### config.mk
export PLATFORM = sky130hd
export DESIGN_NAME = wb_cmd_master
export DESIGN_NICKNAME = d
export VERILOG_FILES = /design/src/rtl/wb_master_pkg.sv /design/src/rtl/wb_cmd_master.sv
export SDC_FILE = /design/constraint.sdc
export NUM_CORES = 1
export LEC_CHECK = 0
export ABC_AREA = 1
export BUFFER_PORTS_ARGS = -buffer_cell sky130_fd_sc_hd__clkbuf_2
export CORE_AREA = 2 2 130 132
export DETAILED_ROUTE_END_ITERATION = 6
export DIE_AREA = 0 0 132 134
export GPL_TIMING_DRIVEN = 0
export PLACE_DENSITY = 0.53
export SYNTH_ARGS = -nofsm -noshare
export SYNTH_HDL_FRONTEND = slang
export SYNTH_SLANG_ARGS = --single-unit
### constraint.sdc
create_clock -name wb_clk_i -period 1.35 [get_ports wb_clk_i]
set_input_delay 0 -clock wb_clk_i [delete_from_list [all_inputs] [get_ports wb_clk_i]]
set_output_delay 0 -clock wb_clk_i [all_outputs]
set_load 0.005 [all_outputs]
### src/rtl/wb_master_pkg.sv
// wb_master_pkg: shared types and default widths for the Wishbone command master.
package wb_master_pkg;
  localparam int WB_AW = 32;
  localparam int WB_DW = 32;
  typedef enum logic [1:0] {IDLE, BUS, RESP} state_t;
  typedef struct packed {
    logic             we;
    logic [WB_AW-1:0] adr;
    logic [WB_DW-1:0] dat;
    logic [WB_DW/8-1:0] sel;
  } wb_cmd_t;
endpackage

### src/rtl/wb_cmd_master.sv
// wb_cmd_master: valid/ready command port to single Wishbone classic cycles with timeout.
module wb_cmd_master
  import wb_master_pkg::*;
#(
  parameter int AW      = WB_AW,
  parameter int DW      = WB_DW,
  parameter int TIMEOUT = 255
) (
  input  logic            wb_clk_i,
  input  logic            wb_rst_i,
  input  logic            cmd_valid_i,
  output logic            cmd_ready_o,
  input  logic            cmd_we_i,
  input  logic [AW-1:0]   cmd_adr_i,
  input  logic [DW-1:0]   cmd_dat_i,
  input  logic [DW/8-1:0] cmd_sel_i,
  output logic            rsp_valid_o,
  input  logic            rsp_ready_i,
  output logic [DW-1:0]   rsp_dat_o,
  output logic            rsp_err_o,
  output logic            wbm_cyc_o,
  output logic            wbm_stb_o,
  output logic            wbm_we_o,
  output logic [AW-1:0]   wbm_adr_o,
  output logic [DW-1:0]   wbm_dat_o,
  output logic [DW/8-1:0] wbm_sel_o,
  input  logic [DW-1:0]   wbm_dat_i,
  input  logic            wbm_ack_i
);
  localparam int CW = $clog2(TIMEOUT + 1);
  state_t state, state_n;
  logic [CW-1:0] cnt;
  logic timeout;
  assign timeout     = cnt == CW'(TIMEOUT - 1);
  assign cmd_ready_o = state == IDLE;
  assign rsp_valid_o = state == RESP;
  assign wbm_cyc_o   = state == BUS;
  assign wbm_stb_o   = state == BUS;
  always_comb begin
    state_n = state;
    unique case (state)
      IDLE:    state_n = cmd_valid_i ? BUS : IDLE;
      BUS:     state_n = (wbm_ack_i || timeout) ? RESP : BUS;
      RESP:    state_n = rsp_ready_i ? IDLE : RESP;
      default: state_n = IDLE;
    endcase
  end
  always_ff @(posedge wb_clk_i) begin
    if (wb_rst_i) begin
      state     <= IDLE;
      cnt       <= '0;
      wbm_we_o  <= 1'b0;
      wbm_adr_o <= '0;
      wbm_dat_o <= '0;
      wbm_sel_o <= '0;
      rsp_dat_o <= '0;
      rsp_err_o <= 1'b0;
    end else begin
      state <= state_n;
      if (state == IDLE && cmd_valid_i) begin
        wbm_we_o  <= cmd_we_i;
        wbm_adr_o <= cmd_adr_i;
        wbm_dat_o <= cmd_dat_i;
        wbm_sel_o <= cmd_sel_i;
        cnt       <= '0;
      end
      if (state == BUS) begin
        // saturating count; an ack in the final cycle still wins over the abort
        if (!wbm_ack_i && cnt != CW'(TIMEOUT)) cnt <= cnt + 1'b1;
        if (wbm_ack_i) begin
          rsp_dat_o <= wbm_we_o ? '0 : wbm_dat_i;
          rsp_err_o <= 1'b0;
        end else if (timeout) begin
          rsp_dat_o <= '0;
          rsp_err_o <= 1'b1;
        end
      end
    end
  end
endmodule

; ---- After elaboration in Yosys (flattened, before gate mapping)
; Index checks and enable logic that the tools add are counted.
[word_totals]
mem_count = 0
latchBits = 0
word_cells = 32
ff_bits = 112
ram_bits = 0
out_inout_bits = 106
mem_bits_ro = 0
[op_classes]
n_reduce_logical = 7
multipliers = 0
shifts = 0
magnitude_cmp = 0
n_div = 0
muxes = 12
n_bitwise = 0
addsub = 1
n_eq_ne = 4
[ops]
columns = cell, count
row1 = $mux 32, 3
row2 = $mux 8, 3
row3 = $add 8x1->8 const B, 1
row4 = $eq 8x8->1 const B, 1
row5 = $ne 8x8->1 const B, 1
row6 = $pmux 2 s3, 1
row7 = $mux 2, 2
row8 = $mux 1, 3
row9 = $eq 2x1->1 const B, 1
row10 = $eq 2x2->1 const B, 1
row11 = $logic_and 1x1->1, 2
row12 = $logic_not 2->1, 1
row13 = $reduce_and 2->1, 1
row14 = $reduce_bool 2->1, 1
row15 = $logic_not 1->1, 1
row16 = $logic_or 1x1->1, 1

; ---- Logic depth before layout (Yosys ltp)
; Gate-level depths: netlist of the first run.
[logic_depth]
word_depth = 5
ltp_mapped = 10
mapped_depth_nobuf = 10

; ---- Worst setup path before layout of the first run
; Ideal clock, no wire load.
[synth_path]
kind = register to register
start = register cnt[0]
end = register rsp_dat_o[10]
required_ns = 1.235
stages_incl_launch_ff = 10
period_less_slack_ns = 1.290
arrival_time_ns = 1.175
slack_ns = 0.060
path_buffers = 1
setup_ns = 0.115
path_cell_list = dfxtp_1 > inv_1 > ha_1 > inv_1 > nor2_1 > nand2_2 > nand2_8 > buf_12 > a21oi_1 > nor2_1
[synth_between]
elab_chain_cells = 3
[synth_rtl]
columns = element, line_no
row1 = start: declaration, wb_cmd_master.sv:32  ; logic [CW-1:0] cnt;
row2 = start signal: assignment, wb_cmd_master.sv:69  ; if (!wbm_ack_i && cnt != CW'(TIMEOUT)) cnt <= cnt + 1'b1;
row3 = $eq 8x8->1, wb_cmd_master.sv:34  ; assign timeout = cnt == CW'(TIMEOUT - 1);
row4 = $reduce_bool 2->1 (no source line), -
row5 = $reduce_and 2->1 (no source line), -
row6 = end signal: assignment, wb_cmd_master.sv:71  ; rsp_dat_o <= wbm_we_o ? '0 : wbm_dat_i;
row7 = end: declaration, wb_cmd_master.sv:19  ; output logic [DW-1:0] rsp_dat_o,
; Every way passes these cells.
; A chain may end at the register's enable or synchronous reset.

; ---- Final worst setup path of the first run
[layout_path]
start = register cnt[0]
end = register rsp_dat_o[17]
; The elaborated chain is that of the path after synthesis.

==> impl_metrics.json, run 1 <==
{
  "status": "finished, violations left",
  "failed_checks": "setup timing",
  "design.core.area_um2": 16300,
  "postRouteAntennaNets": 0,
  "ir_drop_v": 0.000724,
  "pwr-share-comb_pct": 22.1,
  "grt_use_met3_pct": 4.01,
  "synth_seq_area_share_pct": 49.7,
  "area.sequential_um2": 2250,
  "p_clk_share_pct": 31.4,
  "fin_crit_sh_pct": 103,
  "antennaDiodeCount": 0,
  "grt_pass1_wl_um": 24800,
  "yosysUniqueCellTypes": 25,
  "dpl.cell_count": 1042,
  "worst-path-buf-inv": 3,
  "final-setup-viol-count": 8,
  "synth_nets": 719,
  "hpwl_um": 10600,
  "via_per_inst": 4.33,
  "cts_buffers": 9,
  "intPower_mw": 5.70,
  "crit_path_cell_trace": "inv_4, ha_4, inv_2, nor2_4, nand2_4, nand2_8, clkbuf_16, nand3_2, nand2_1, nor2_1",
  "yosysWarnings": 0,
  "gr-usage-met2_pct": 29.5,
  "vias": 5095,
  "worstHoldPathType": "input pin to register",
  "rsz0062_at_grt": "yes",
  "synth_seq_cells": 112,
  "ioPinCount": 212,
  "critical-path-max-stage-delay_ps": 370,
  "cts_tree": "built",
  "powerDensity_nw_per_um2": 1030,
  "die-area_um2": 17700,
  "synth.largest_area_cell": "dfxtp_1",
  "clock.fmax_ghz": 0.720,
  "maxCapViolCount": 0,
  "rows": 47,
  "cp.arrival_ps": 1630,
  "crit_type": "register to register",
  "grtUsageMet1_pct": 21.6,
  "final_net_count": 1060,
  "synth_area_leaders": "dfxtp_1 (50%), nor2_1 (15%), o21ai_0 (7.5%), nand2_1 (7.2%), a21oi_1 (4.1%)",
  "layout_setup_ws_ps": -38.6,
  "die_w_um": 132,
  "fin_worst_skew_ps": 7.32,
  "antenna_found_initial": 0,
  "start_util_pct": 27.7,
  "wirelength_um": 15800,
  "grt_overflow": 0,
  "power.share.sequential_pct": 46.5,
  "first_global_vias": 5019,
  "slew_headroom_pct": 62.4,
  "netlist_area_um2": 4510,
  "clk_pin_slew_worst_paths_ps": 70,
  "cts_buffer_depth": 2,
  "yosysTopAreaCellShare_pct": 49.7,
  "drive_gt1_share_pct": 37.3,
  "fill_cells": 1645,
  "first_iter_violations": 181,
  "fin_cells": 1177,
  "crit_family": "simple AND/OR/NAND/NOR gates",
  "slowest_stage": "dfxtp_4",
  "fp.dieH_um": 134,
  "htree_levels": 3,
  "swShare_pct": 28.5,
  "grt_use_total_pct": 17.4,
  "cts_root_buffer": "clkbuf_16",
  "final_util_pct": 47.4,
  "worstSetupEndpointType": "register",
  "clock_latency_ps": 350,
  "synth_area_per_cell_um2": 7.38,
  "busiest_layer": "met2",
  "fin_crit_ps": 1390,
  "io_buffers": 211,
  "gp_congestion": 0.762,
  "worstPathRequired_ps": 1590,
  "cp_max_fo": 7,
  "p_leak_nw": 3.58,
  "final-hold-violation-count": 0,
  "multiInputGateArea_um2": 2220,
  "cts_sinks": 112,
  "grt_max_degree": 18,
  "synth_cells": 611,
  "cp-start-kind": "register",
  "worst_slew_pin_slew_ps": 563,
  "first_pass_iters": 4,
  "slew_viol_final": 0,
  "wl_per_cell_um": 13.4,
  "power_switching_mw": 2.27,
  "drc": 0,
  "area_growth_pct": 71.1
}
[layer usage]
| metal | up-vias | routed length (um) |
|---|---|---|
| li1 | 2634 | - |
| met1 | 2260 | 6930 |
| met2 | 179 | 7410 |
| met3 | 22 | 1070 |
| met4 | 0 | 361 |
| met5 | - | 0 |
[cell usage in the layout, fill, tap and decap left out, types with 16 or more instances in the layout]
cell type / count
nand3_2: 27
a21oi_1: 23
nand2_1: 80
o21ai_0: 41
dfxtp_1: 107
clkbuf_2: 211
o21ai_1: 31
dlygate4sd3_1: 102
buf_4: 19
nor2_1: 184
a21oi_2: 16
[final cells by class]
| cell class | count | share of cell area (%) |
|---|---|---|
| tap | 220 | 3.57 |
| buffer | 44 | 4.35 |
| timing repair buffer | 329 | 29.7 |
| clock inverter | 5 | 0.438 |
| inverter | 17 | 0.892 |
| multi-input combinational | 439 | 28.8 |
| clock buffer | 11 | 3.02 |
| sequential | 112 | 29.2 |
[metrics by stage]
| step | worst slack [ps] | hold WS (ps) | area [um^2] | total power [mW] | TNS, ps |
|---|---|---|---|---|---|
| after detailed placement | -204 | 246 | 5840 | 5.10 | -2480 |
| after global placement | -187 | 233 | 5840 | 5.10 | -2580 |
| after floorplan | 60.2 | 69.1 | 4510 | 4.47 | 0 |
| after global routing | -101 | 51.3 | 7720 | 8.45 | -2030 |
| final | -38.6 | 37.4 | 7720 | 7.97 | -88.1 |
| after CTS | -24.7 | 28.8 | 7250 | 7.91 | -364 |
[worst paths after layout]
kind | start | end | slack, ps | cells past startpoint
worst max-delay path | cnt[0] | rsp_dat_o[17] | -40 | 10
worst max register to register | cnt[0] | rsp_dat_o[17] | -40 | 10
worst min-delay path | wbm_dat_i[0] | rsp_dat_o[0] | 40 | 4
worst min register to register | rsp_err_o | rsp_err_o | 470 | 2
[cell usage after synthesis (all sizes together)]
master    n
nor2    189
dfxtp   112
nand2    91
o21ai    77
a21oi    40
nand3    33
buf      31
inv      17
clkbuf   13
nor3      3
ha        2
nor3b     1
o21a      1
o21bai    1
[cell families (layout without fill, tap and decap cells)]
logic type      count (synthesis)  after routing  share of synthesized area (%)
flops                         112            112                           49.7
simple gates                  317            318                           28.2
compound gates                119            119                           13.6
buf+inv                        61            406                           7.96
fa+ha+maj                       2              2                          0.555
[worst reg2reg max path: cells and delay by family, from the launching register on]
kind          cells  cell delay [ps]
fa+ha+maj         1              110
buf+inv           3              270
simple gates      6              530
flops             1              370
[state kept, by name (all words and copies together) (netlist names)]
name and flops:
wbm_we_o 1, wbm_dat_o 32, rsp_err_o 1, rsp_dat_o 32
wbm_sel_o 4, state 2, wbm_adr_o 32, cnt 8
[power groups by stage]
stage	Combinational [mW]	Clock [mW]	Sequential [mW]
detailed placement	1.33	0	3.77
floorplan	0.687	0	3.78
global route	1.96	2.75	3.74
finish	1.76	2.50	3.71
global placement	1.33	0	3.77
CTS	1.62	2.59	3.70
[what timing repair did]
action | 4_1_cts | 5_1_grt
gates resized for setup | 24 | 107
hold buffers | 102 | 0
setup endpoints to repair | 56 | 102
setup buffers | 6 | 5
gates cloned | 1 | 5
pin swaps | 1 | 14
endpoints found under the hold margin | 105 | 0
Power figures use the tool's default switching activity.
==> inputs of run 2 (changes only) <==
- CELL_PAD_IN_SITES_DETAIL_PLACEMENT: default -> 2
- CELL_PAD_IN_SITES_GLOBAL_PLACEMENT: default -> 2
- CORE_AREA: 2 2 130 132 -> 2 2 147 149
- DIE_AREA: 0 0 132 134 -> 0 0 149 151
- PLACE_DENSITY: 0.53 -> 0.74
- REMOVE_ABC_BUFFERS: default -> 1
==> run 2 against run 1 <==
  * The run still ends with setup timing left
  * Global-route usage grew 2.7 points
  * Count of clock-buffer cells in the layout shrank 2
  * Setup slack lost 90 ps
  * Non-clock buffer count shrank 23
  * Cell area grew 10%
  * First-iteration DRC count shrank 17%
  * Largest power group unchanged
==> impl_metrics.json, run 2 (synthesis results as in run 1) <==
{
  "cts_sinks": 112,
  "final-setup-viol-count": 48,
  "cts_root_buffer": "clkbuf_16",
  "r2r_slack_ps": -130,
  "drc": 0,
  "cp_max_fo": 8,
  "fin_crit_sh_pct": 110,
  "ioPinCount": 212,
  "postPlaceCellArea_um2": 5650,
  "final_net_count": 1058,
  "htree_levels": 3,
  "powerDensity_nw_per_um2": 1030,
  "slew_viol_final": 0,
  "maxCapViolCount": 0,
  "io_buffers": 211,
  "final_area_um2": 8520,
  "status": "finished, violations left",
  "wirelength_um": 27200,
  "fp.dieH_um": 151,
  "hpwl_um": 10600,
  "grt_overflow": 0,
  "fill_cells": 2300,
  "die_w_um": 149,
  "failed_checks": "setup timing",
  "cp.arrival_ps": 1770,
  "die-area_um2": 22500,
  "cts_buffer_depth": 2,
  "grt_pass1_wl_um": 34600,
  "final-hold-violation-count": 0,
  "fin_worst_skew_ps": 10.4,
  "worst_slew_pin_slew_ps": 524,
  "cts_tree": "built",
  "cp-start-kind": "register",
  "clock.fmax_ghz": 0.676,
  "ir_drop_v": 0.000533,
  "clk_pin_slew_worst_paths_ps": 80,
  "finalPower_mw": 8.80,
  "layout_setup_ws_ps": -129,
  "p_leak_nw": 3.73,
  "antenna_found_initial": 0,
  "worstSetupEndpointType": "register",
  "start_util_pct": 21.7,
  "antennaDiodeCount": 0,
  "postRouteAntennaNets": 0,
  "grt_max_degree": 70,
  "vias": 5665,
  "drive_gt1_share_pct": 47.2,
  "top_regs": "rsp_dat_o (32), wbm_adr_o (32), wbm_dat_o (32)",
  "design.core.area_um2": 20800,
  "first_pass_iters": 4,
  "area_growth_pct": 88.8,
  "fin_crit_ps": 1480,
  "first_iter_violations": 150,
  "wl_per_cell_um": 22.1,
  "worstPathRequired_ps": 1640,
  "clock_latency_ps": 360,
  "mostFrequentLayoutCells": "clkbuf_2 (211), nor2_1 (138), dfxtp_1 (104), dlygate4sd3_1 (103), nand2_1 (72)",
  "gp_congestion": 0.655,
  "crit_type": "register to register",
  "cts_buffers": 9,
  "grt_use_total_pct": 20.1,
  "rsz0062_at_grt": "yes",
  "slew_headroom_pct": 65.0,
  "final_common_cell": "clkbuf_2",
  "worstHoldPathType": "input pin to register",
  "area.sequential_um2": 2260,
  "first_global_vias": 6086,
  "multiInputGateArea_um2": 2840,
  "setup_tns_ps": -2080,
  "rows": 53,
  "final_util_pct": 40.9,
  "via_per_inst": 4.61
}
[run 2: cell count changes in the layout (fill, tap and decap cells not counted), sizes merged, moves of 3 or more]
cell / change
nand2: +11
clkbuf: -14
clkinv: +8
buf: -12
inv: +3
[run 2: final timing paths]
path | cells after the start | end | start
worst max register to register | 10 | rsp_dat_o[20] | cnt[0]
worst min register to register | 2 | wbm_adr_o[14] | wbm_adr_o[14]
worst max-delay path | 10 | rsp_dat_o[20] | cnt[0]
worst min-delay path | 4 | rsp_dat_o[0] | wbm_dat_i[0]
[run 2: where the power goes]
group | switching, mW | internal (mW)
Sequential | 0.214 | 3.56
Clock | 1.42 | 1.28
Combinational | 1.33 | 0.997
[run 2: through the flow]
step | hold WS [ps] | setup WS, ps | std cells
after floorplan | 69.1 | -732 | 567
final | 61.7 | -129 | 1230
after detailed placement | 247 | -949 | 1054
after CTS | 17.1 | -65.5 | 1199
after global routing | 54.6 | -202 | 1230
after global placement | 235 | -2320 | 1053
[run 2: routing by layer]
layer  up-vias  track usage [%]  wire length [um]  part of all wire (%)
met4         0             6.00               765                   2.8
met3        45             4.85              1820                   6.7
met5         -                0                 0                     0
met2       226             37.4             14300                    53
met1      2743             22.6             10300                    38
li1       2651                -                 -                     -
[run 2: final cells by class]
type / instances / area share [%]
Tap cell: 275 / 4.04
Clock buffer: 9 / 2.64
Clock inverter: 7 / 0.617
Multi-Input combinational cell: 451 / 33.4
Sequential cell: 112 / 26.6
Inverter: 17 / 1.38
Timing Repair inverter: 9 / 2.12
Timing Repair Buffer: 350 / 29.3
[run 2: critical path: stages (launching register included)]
cell and delay (ps):
dfxtp_4 390, inv_4 40, ha_4 150, inv_4 50, nor2_4 40, nand2_4 90
buf_12 180, nand2_8 120, nand3_2 80, nand2_1 100, nor2_1 160
[run 2: what timing repair did]
action,CTS,global route
endpoints found under the hold margin,102,0
setup endpoints to repair,114,106
pin swaps,16,61
resized for setup,55,223
gates cloned,12,11
hold buffers,103,0
setup buffers,14,20
==> inputs of run 3 (changes only) <==
- ABC_AREA: 1 -> default
- CORE_AREA: 2 2 147 149 -> 2 2 144 146
- DIE_AREA: 0 0 149 151 -> 0 0 146 148
- PLACE_DENSITY: 0.74 -> 0.72
==> run 3 against run 2 <==
  * Highest routed layer unchanged
  * Via count fell by 6.8%
  * First-iteration DRC count fell by 27%
  * Non-clock buffer count rose by 23
  * The run still ends with setup timing left
==> impl_metrics.json, run 3 <==
{
  "p_clk_share_pct": 31.1,
  "antennaDiodeCount": 0,
  "gr-usage-met2_pct": 37.0,
  "fin_worst_skew_ps": 8.73,
  "swShare_pct": 31.6,
  "fp.dieH_um": 148,
  "synth_most_common_cell": "nand2_1",
  "design.core.area_um2": 20000,
  "top_regs": "rsp_dat_o (32), wbm_adr_o (32), wbm_dat_o (32)",
  "p_leak_nw": 3.79,
  "synth_seq_cells": 112,
  "final_common_cell": "clkbuf_2",
  "slew_headroom_pct": 45.5,
  "wirelength_um": 26600,
  "htree_levels": 3,
  "worst-path-buf-inv": 3,
  "clock.fmax_ghz": 0.636,
  "cts_tree": "built",
  "mostFrequentLayoutCells": "clkbuf_2 (208), dfxtp_1 (104), dlygate4sd3_1 (103), nand2_1 (76), a21oi_2 (67)",
  "busiest_layer": "met2",
  "grtUsageMet1_pct": 21.7,
  "cts_buffer_depth": 2,
  "netlist_area_um2": 4120,
  "die_w_um": 146,
  "powerDensity_nw_per_um2": 966,
  "final_net_count": 981,
  "grt_use_total_pct": 19.4,
  "hpwl_um": 10000,
  "clk_pin_slew_worst_paths_ps": 80,
  "failed_checks": "setup timing",
  "first_iter_violations": 110,
  "worstPathRequired_ps": 1620,
  "ioPinCount": 212,
  "slew_viol_final": 0,
  "yosysTopAreaCellShare_pct": 54.4,
  "grt_max_degree": 68,
  "fin_crit_sh_pct": 117,
  "crit_family": "compound AO/OA/AOI/OAI gates",
  "via_per_inst": 4.60,
  "first_global_vias": 5623,
  "synth_cells": 513,
  "final-setup-viol-count": 107,
  "layout_setup_ws_ps": -223,
  "area_growth_pct": 113,
  "worstSetupEndpointType": "register",
  "yosysWarnings": 0,
  "power.share.sequential_pct": 42.5,
  "cts_sinks": 112,
  "yosysUniqueCellTypes": 34,
  "crit_type": "register to register",
  "final_util_pct": 43.8,
  "ys.flop_type": "dfxtp_1",
  "netlist_top_cells_count": "nand2_1 (172), dfxtp_1 (112), a21oi_1 (106)",
  "drc": 0,
  "antenna_found_initial": 0,
  "intPower_mw": 5.80,
  "fin_crit_ps": 1570,
  "crit_path_cell_trace": "inv_4, ha_4, a41oi_4, buf_6, clkbuf_16, o21ai_2, a21oi_1",
  "cts_buffers": 9,
  "dpl.cell_count": 956,
  "clock_latency_ps": 350,
  "synth_area_leaders": "dfxtp_1 (54%), nand2_1 (16%), a21oi_1 (13%), o21ai_0 (3.5%), clkbuf_1 (2.4%)",
  "start_util_pct": 20.6,
  "gp_congestion": 0.668,
  "first_pass_iters": 4,
  "cp-start-kind": "register",
  "ir_drop_v": 0.000684,
  "critical-path-max-stage-delay_ps": 390,
  "rsz0062_at_grt": "yes",
  "drive_gt1_share_pct": 58.0,
  "async_flop_share_pct": 0,
  "synth.largest_area_cell": "dfxtp_1",
  "cts_root_buffer": "clkbuf_16",
  "synth_area_per_cell_um2": 8.04,
  "worstHoldPathType": "input pin to register",
  "synth_seq_area_share_pct": 54.4,
  "postRouteAntennaNets": 0,
  "pwr-share-comb_pct": 26.4,
  "grt_overflow": 0,
  "slowest_stage": "dfxtp_4",
  "wl_per_cell_um": 23.2,
  "power_switching_mw": 2.68,
  "fin_cells": 1148,
  "cp.arrival_ps": 1840,
  "rows": 52,
  "final-hold-violation-count": 0,
  "vias": 5282,
  "fill_cells": 2123,
  "die-area_um2": 21600,
  "synth_edf_count": 0,
  "grt_use_met3_pct": 4.85,
  "worst_slew_pin_slew_ps": 818,
  "maxCapViolCount": 0,
  "grt_pass1_wl_um": 32700,
  "status": "finished, violations left",
  "cp_max_fo": 6,
  "io_buffers": 211
}
==> run 3: changes by cell type after synthesis, moves of 5 or more <==
| cell | previous run | this run |
|---|---|---|
| nor2_1 | 185 | 5 |
| o21ai_0 | 68 | 29 |
| a21oi_1 | 37 | 106 |
| inv_1 | 15 | 4 |
| buf_4 | 11 | 1 |
| clkbuf_1 | 8 | 26 |
| nand3_1 | 33 | 5 |
| nand2_1 | 87 | 172 |
| clkbuf_2 | 5 | 0 |
| o21ai_1 | 9 | 4 |
==> run 3: stage by stage <==
stage	setup slack [ps]	TNS (ps)	total power, mW	area (um^2)	hold WS [ps]
floorplan	-878	-87800	3.99	3950	67.9
global placement	-2350	-226430	4.54	5340	226
detailed placement	-820	-57650	4.58	5440	231
CTS	-132	-5620	7.74	7260	118
global route	-274	-15200	8.84	8780	212
finish	-223	-8920	8.48	8780	199
==> run 3: repair_timing <==
action                                  4_1_cts  5_1_grt
endpoints found under the setup margin      114      115
resized for setup                            60      287
pin swaps                                    40      128
cloned                                       10       14
hold buffers                                103        0
hold endpoints to repair                    103        0
setup buffers                                28       23
==> run 3: area by class of cell <==
type                       count  area (um^2)  area share (%)
sequential                   112         2260            25.8
multi-input combinational    373         2930            33.4
timing repair buffer         373         2940            33.5
inverter                       4         17.5           0.200
clock inverter                 7         55.1           0.627
clock buffer                   9          225            2.57
tap                          270          338            3.85
==> run 3: worst min-delay path: stages <==
cell	delay [ps]
clkbuf_2	180
nor2_1	140
nand4_1	110
a31oi_1	70
==> run 3: layer usage <==
layer	routed length (um)	vias up
met1	10000	2612
li1	-	2455
met5	0	-
met4	596	0
met3	1280	37
met2	14700	178
==> run 3: cells by family (layout without fill, tap and decap cells) <==
kind of cell	count (synthesis)	in the layout	synth area share (%)
simple gates	202	219	20.2
compound gates	150	150	19.8
flops	112	112	54.4
buf+inv	45	393	4.61
fa+ha+maj	2	2	0.607
xor+xnor	2	2	0.425
==> run 3: power by group through the flow <==
stage | Sequential, mW | Clock, mW | Combinational, mW
finish | 3.61 | 2.63 | 2.24
global route | 3.63 | 2.85 | 2.36
detailed placement | 3.64 | 0 | 0.936
CTS | 3.56 | 2.74 | 1.44
global placement | 3.63 | 0 | 0.907
floorplan | 3.65 | 0 | 0.338
==> run 3: final timing paths <==
check	depth (start not counted)	from	slack (ps)	end
worst min register to register	2	wbm_adr_o[31]	460	wbm_adr_o[31]
worst min-delay path	4	wbm_ack_i	200	cnt[5]
worst max-delay path	7	cnt[0]	-220	rsp_dat_o[20]
worst max register to register	7	cnt[0]	-220	rsp_dat_o[20]
